<file path="src/rtl/wb_stage_pipe.sv">
// MEM/WB pipeline register: aligns and extends load data, qualifies the
// register-file write, flags misaligned loads and counts retired entries.
module wb_stage_pipe #(
    parameter int DATA_W            = 32,
    parameter int REG_ADDR_W        = 5,
    parameter int CNT_W             = 16,
    parameter bit ZERO_REG_SUPPRESS = 1'b1
) (
    input  logic                  clk,
    input  logic                  reset,
    input  logic                  in_valid,
    input  logic                  in_stall,
    input  logic                  in_flush,
    input  logic                  in_mem_to_reg,
    input  logic                  in_reg_write,
    input  logic [REG_ADDR_W-1:0] in_write_back_destination,
    input  logic [DATA_W-1:0]     in_address,
    input  logic [DATA_W-1:0]     in_read_data,
    input  logic [1:0]            in_load_size,
    input  logic                  in_load_unsigned,
    output logic [DATA_W-1:0]     write_data_out,
    output logic                  reg_write_out,
    output logic [REG_ADDR_W-1:0] write_back_destination_out,
    output logic                  fwd_valid_out,
    output logic                  align_error_out,
    output logic [CNT_W-1:0]      retired_count_out
);

    localparam int OFF_W     = $clog2(DATA_W / 8);
    localparam int WORD_BITS = (DATA_W < 32) ? DATA_W : 32;

    logic                  valid_q;
    logic                  wen_q;
    logic                  misal_q;
    logic [DATA_W-1:0]     data_q;
    logic [REG_ADDR_W-1:0] dest_q;
    logic [CNT_W-1:0]      cnt_q;

    logic [OFF_W-1:0]  offset;
    logic [DATA_W-1:0] shifted;
    logic [DATA_W-1:0] data_d;
    logic              misal_d;
    logic              wordMisal;
    logic              capture;
    logic              wen_d;

    // Keeps the low 'bits' bits of v and fills everything above with 'fill'.
    function automatic logic [DATA_W-1:0] extend(input logic [DATA_W-1:0] v,
                                                 input int bits,
                                                 input logic fill);
        logic [DATA_W-1:0] r;
        r = v;
        for (int i = 0; i < DATA_W; i++) begin
            if (i >= bits) r[i] = fill;
        end
        return r;
    endfunction

    assign offset  = in_address[OFF_W-1:0];
    assign capture = in_valid & ~in_stall & ~in_flush;

    generate
        if (OFF_W >= 2) begin : g_wordMisalWide
            assign wordMisal = |offset[1:0];
        end else begin : g_wordMisalNarrow
            assign wordMisal = offset[0];
        end
    endgenerate

    always_comb begin
        shifted = in_read_data >> {offset, 3'b000};
        data_d  = in_address;
        misal_d = 1'b0;
        if (!in_mem_to_reg) begin
            case (in_load_size)
                2'b00: data_d = extend(shifted, 8, ~in_load_unsigned & shifted[7]);
                2'b01: begin
                    data_d  = extend(shifted, 16, ~in_load_unsigned & shifted[15]);
                    misal_d = offset[0];
                end
                default: begin
                    data_d  = extend(in_read_data, WORD_BITS,
                                     ~in_load_unsigned & in_read_data[WORD_BITS-1]);
                    misal_d = wordMisal;
                end
            endcase
        end
    end

    assign wen_d = in_reg_write & ~misal_d &
                   ~(ZERO_REG_SUPPRESS && (in_write_back_destination == '0));

    // Stall, flush and idle cycles only clear valid; payload fields hold.
    always_ff @(posedge clk) begin
        if (reset) begin
            valid_q <= 1'b0;
            wen_q   <= 1'b0;
            misal_q <= 1'b0;
            data_q  <= '0;
            dest_q  <= '0;
            cnt_q   <= '0;
        end else begin
            valid_q <= capture;
            if (capture) begin
                wen_q   <= wen_d;
                misal_q <= misal_d;
                data_q  <= data_d;
                dest_q  <= in_write_back_destination;
                cnt_q   <= cnt_q + CNT_W'(1);
            end
        end
    end

    assign write_data_out             = data_q;
    assign write_back_destination_out = dest_q;
    assign reg_write_out              = valid_q & wen_q;
    assign fwd_valid_out              = valid_q & wen_q;
    assign align_error_out            = valid_q & misal_q;
    assign retired_count_out          = cnt_q;

endmodule

</file>
<file path="config.mk">
export PLATFORM = sky130hd
export DESIGN_NAME = wb_stage_pipe
export DESIGN_NICKNAME = d
export VERILOG_FILES = /design/src/rtl/wb_stage_pipe.sv
export SDC_FILE = /design/constraint.sdc
export NUM_CORES = 1
export LEC_CHECK = 0
export ABC_AREA = 1
export BUFFER_PORTS_ARGS = -buffer_cell sky130_fd_sc_hd__buf_2
export CORE_MARGIN = 2
export CORE_UTILIZATION = 40
export CTS_CLUSTER_SIZE = 28
export DETAILED_ROUTE_END_ITERATION = 10
export HOLD_SLACK_MARGIN = 0.12
export MAX_ROUTING_LAYER = met4
export PLACE_DENSITY_LB_ADDON = 0.25
export SETUP_SLACK_MARGIN = 0.1
export SYNTH_ARGS = -nofsm -noshare
export SYNTH_HDL_FRONTEND = slang
export SYNTH_SLANG_ARGS = --single-unit
</file>
<file path="constraint.sdc">
create_clock -name clk -period 3.35 [get_ports clk]
set_input_delay 0.1675 -clock clk [delete_from_list [all_inputs] [get_ports clk]]
set_output_delay 0.1675 -clock clk [all_outputs]
set_load 0.1 [all_outputs]
</file>
==> reports/metrics.yaml <==
run_status:
  status: "complete, no violations"
sta:
  period_minus_slack_ns: 2.03
  slew_viol_final: 0
  worst_pin_slew_ns: 1.27
  fin_setup_tns_ns: 0
  rsz0062_at_grt: "no"
  fin_skew_ns: 0.00755
  hold_violations: 0
  min_period_over_period: 0.606
  slew_headroom: 0.150
  report.final.setup_viol: 0
  max_freq_ghz: 0.492
  layout_setup_ws_ns: 1.32
critical_path:
  start_kind: "input pin"
  critPathCaptureType: "register"
  timing.rr.start: "retired_count_out[1]$_SDFFE_PP0P_"
  required_ns: 3.59
  ff2ff_setup_slack_ns: 1.77
  r2r-end: "retired_count_out[14]$_SDFFE_PP0P_"
  crit_fanout: 50
  critPathKind: "in -> reg"
  critical_path_arrival_ns: 2.28
  r2r_cells: 8
logic_synthesis:
  avgSynthCellArea_um2: 6.38
  synth_top_family_by_area: "simple AND/OR/NAND/NOR gates"
  seq_area_frac_synth: 0.333
  synthAdderAreaFrac: 0.00371
  syn_area_um2: 3370
  synth_compound_area_frac: 0.252
  synth_xor_area_frac: 0
  synth_cell_types: 27
  yosys_warnings: 0
  synth-simple-area-share: 0.309
  synth_nets: 608
  synth_seq_cells: 56
  muxShareOfSynthArea: 0
  syn-instance-count: 528
power:
  p_leak_nw: 2.16
  peakVddDrop_uv: 237
  power_density_nw_per_um2: 384
grt:
  grt_overflow: 0
  grt_pass1_vias: 3378
  grt_antenna_before_repair: 0
  grt_util_all_layers: 0.234
  grt_pass1_wl_um: 16500
  grt_max_degree: 58
final_layout:
  multiInputGateArea_um2: 1910
  regArea_um2: 1120
  n_antenna_cell: 0
  area_growth_pct: 24.4
  drive_gt1_frac: 0.262
  nets: 724
  n_fill_cell: 851
cts:
  cts_resized: 0
  clk_latency_ns: 0.31
  clock-sinks: 56
  cts_buffers: 5
  path_clk_slew_ns: 0.10
  cts_tree: "yes"
  htree_levels: 2
  root_buffer: "clkbuf_8"
  cts_setup_buffers: 0
  clockBufferDepth: 2
routing:
  wl_per_cell_um: 14.0
  ant_nets: 0
  drc: 0
  vias: 3839
  drtPass1Iterations: 6
  drt_iter0_drc: 221
  via_per_inst: 5.12
  wirelength_um: 10500
min_path:
  hold_depth: 3
  hold_end: "write_data_out[5]$_SDFFE_PP0P_"
  hp-class: "in -> reg"
  hold_start: "in_address[5]"
floorplan:
  initial_core_util: 0.412
  die_area_um2: 9170
  die_w_um: 95.8
  io_pins: 135
  dieHeight_um: 95.8
  coreArea_um2: 8180
  num_rows: 33
placement:
  hpwl_um: 7570
  place.gp.congestion: 0.930
  port_buffers: 134
  dp_slack_ns: 1.41
run:
  maxCapViolations: 0
through the flow:
step | utilization | std cells | area, um2 | hold WS [ns] | power, mW
floorplan | - | 528 | 3370 | 0.237 | 1.06
global placement | 0.492 | 736 | 4030 | 0.410 | 1.17
detailed placement | 0.492 | 736 | 4030 | 0.415 | 1.17
CTS | 0.513 | 750 | 4190 | 0.126 | 1.62
global route | 0.513 | 750 | 4190 | 0.142 | 1.68
finish | 0.513 | 750 | 4190 | 0.135 | 1.61
kinds of logic after synthesis:
kind of cell | after synthesis
AO/OA/AOI/OAI | 154
adder cells (fa/ha/maj) | 1
buffers and inverters | 79
flip-flops | 56
AND/OR/NAND/NOR | 238
layout make-up:
class                   instances  area share
clock inverters                 2     0.00836
inverters                      46      0.0418
multi-input cells             393       0.456
flip-flops and latches         56       0.267
clock buffers                   6      0.0173
well taps                     105      0.0313
repair buffers                142       0.178
what timing repair did:
| item | 4_1_cts | 5_1_grt |
|---|---|---|
| endpoints found under the hold margin | 9 | 0 |
| hold buffers | 6 | 0 |
| setup endpoints to repair | 0 | 0 |
worst max path at each step:
stage | endpoint | cells past startpoint | slack, ns | startpoint
3_3_place_gp | write_data_out[22]$_SDFFE_PP0P_ | 7 | 1.46 | in_stall
4_1_cts | write_data_out[21]$_SDFFE_PP0P_ | 5 | 1.29 | reset
3_5_place_dp | write_data_out[26]$_SDFFE_PP0P_ | 7 | 1.41 | in_stall
5_1_grt | write_data_out[27]$_SDFFE_PP0P_ | 5 | 1.10 | reset
2_1_floorplan | retired_count_out[14]$_SDFFE_PP0P_ | 8 | 1.24 | retired_count_out[1]$_SDFFE_PP0P_
6_report | write_data_out[21]$_SDFFE_PP0P_ | 5 | 1.32 | reset
layout by cell type, fill, tap and decap left out:
cell type | netlist | layout
clkbuf_1 | 21 | 1
dlygate4sd3_1 | 0 | 6
nor2_2 | 1 | 1
nor2_4 | 0 | 1
clkinv_1 | 2 | 2
nand3_4 | 2 | 2
dfxtp_1 | 56 | 56
nand3_1 | 25 | 25
inv_4 | 1 | 1
nand2_1 | 148 | 148
and2_1 | 1 | 1
bufinv_16 | 0 | 1
a31oi_1 | 1 | 1
buf_4 | 2 | 2
o21bai_1 | 9 | 9
a21oi_2 | 10 | 10
o21ai_0 | 62 | 62
inv_1 | 42 | 42
nor2_1 | 41 | 40
a21oi_1 | 65 | 65
nand3_2 | 7 | 7
nor3_1 | 4 | 4
o211ai_1 | 7 | 7
clkbuf_8 | 0 | 5
ha_1 | 1 | 1
nand2_2 | 2 | 2
buf_2 | 6 | 134
nor2_8 | 1 | 1
inv_2 | 1 | 1
nand4_1 | 6 | 6
clkinv_2 | 0 | 1
state kept, by name (all words and copies together) (netlist names):
signal,count
wen_q,1
misal_q,1
valid_q,1
write_back_destination_out,5
retired_count_out,16
write_data_out,32
power breakdown:
group	switching, mW	internal [mW]
logic	0.348	0.115
registers	0.0131	0.691
clock network	0.222	0.222
cells in the mapped netlist (all sizes together):
cell type / count / area (um2)
a21oi: 75 / 413
a31oi: 1 / 6.26
and2: 1 / 6.26
buf: 12 / 90.1
clkbuf: 21 / 78.8
clkinv: 2 / 7.51
dfxtp: 56 / 1120
ha: 1 / 12.5
inv: 44 / 168
nand2: 150 / 568
nand3: 34 / 230
nand4: 6 / 37.5
nor2: 43 / 180
nor3: 4 / 20.0
o211ai: 7 / 52.6
o21ai: 62 / 310
o21bai: 9 / 67.6
critical path: stages:
cell and delay [ns]:
dlygate4sd3_1 0.53, buf_2 0.17, inv_1 0.93, o21ai_0 0.30, a21oi_2 0.18
layer usage:
layer / part of all wire / GRT usage
met1: 0.46 / 0.310
met2: 0.47 / 0.385
met3: 0.064 / 0.0274
met4: 0.0069 / 0.0512
met5: 0 / -
No activity file was read; power rests on OpenSTA's default activity.
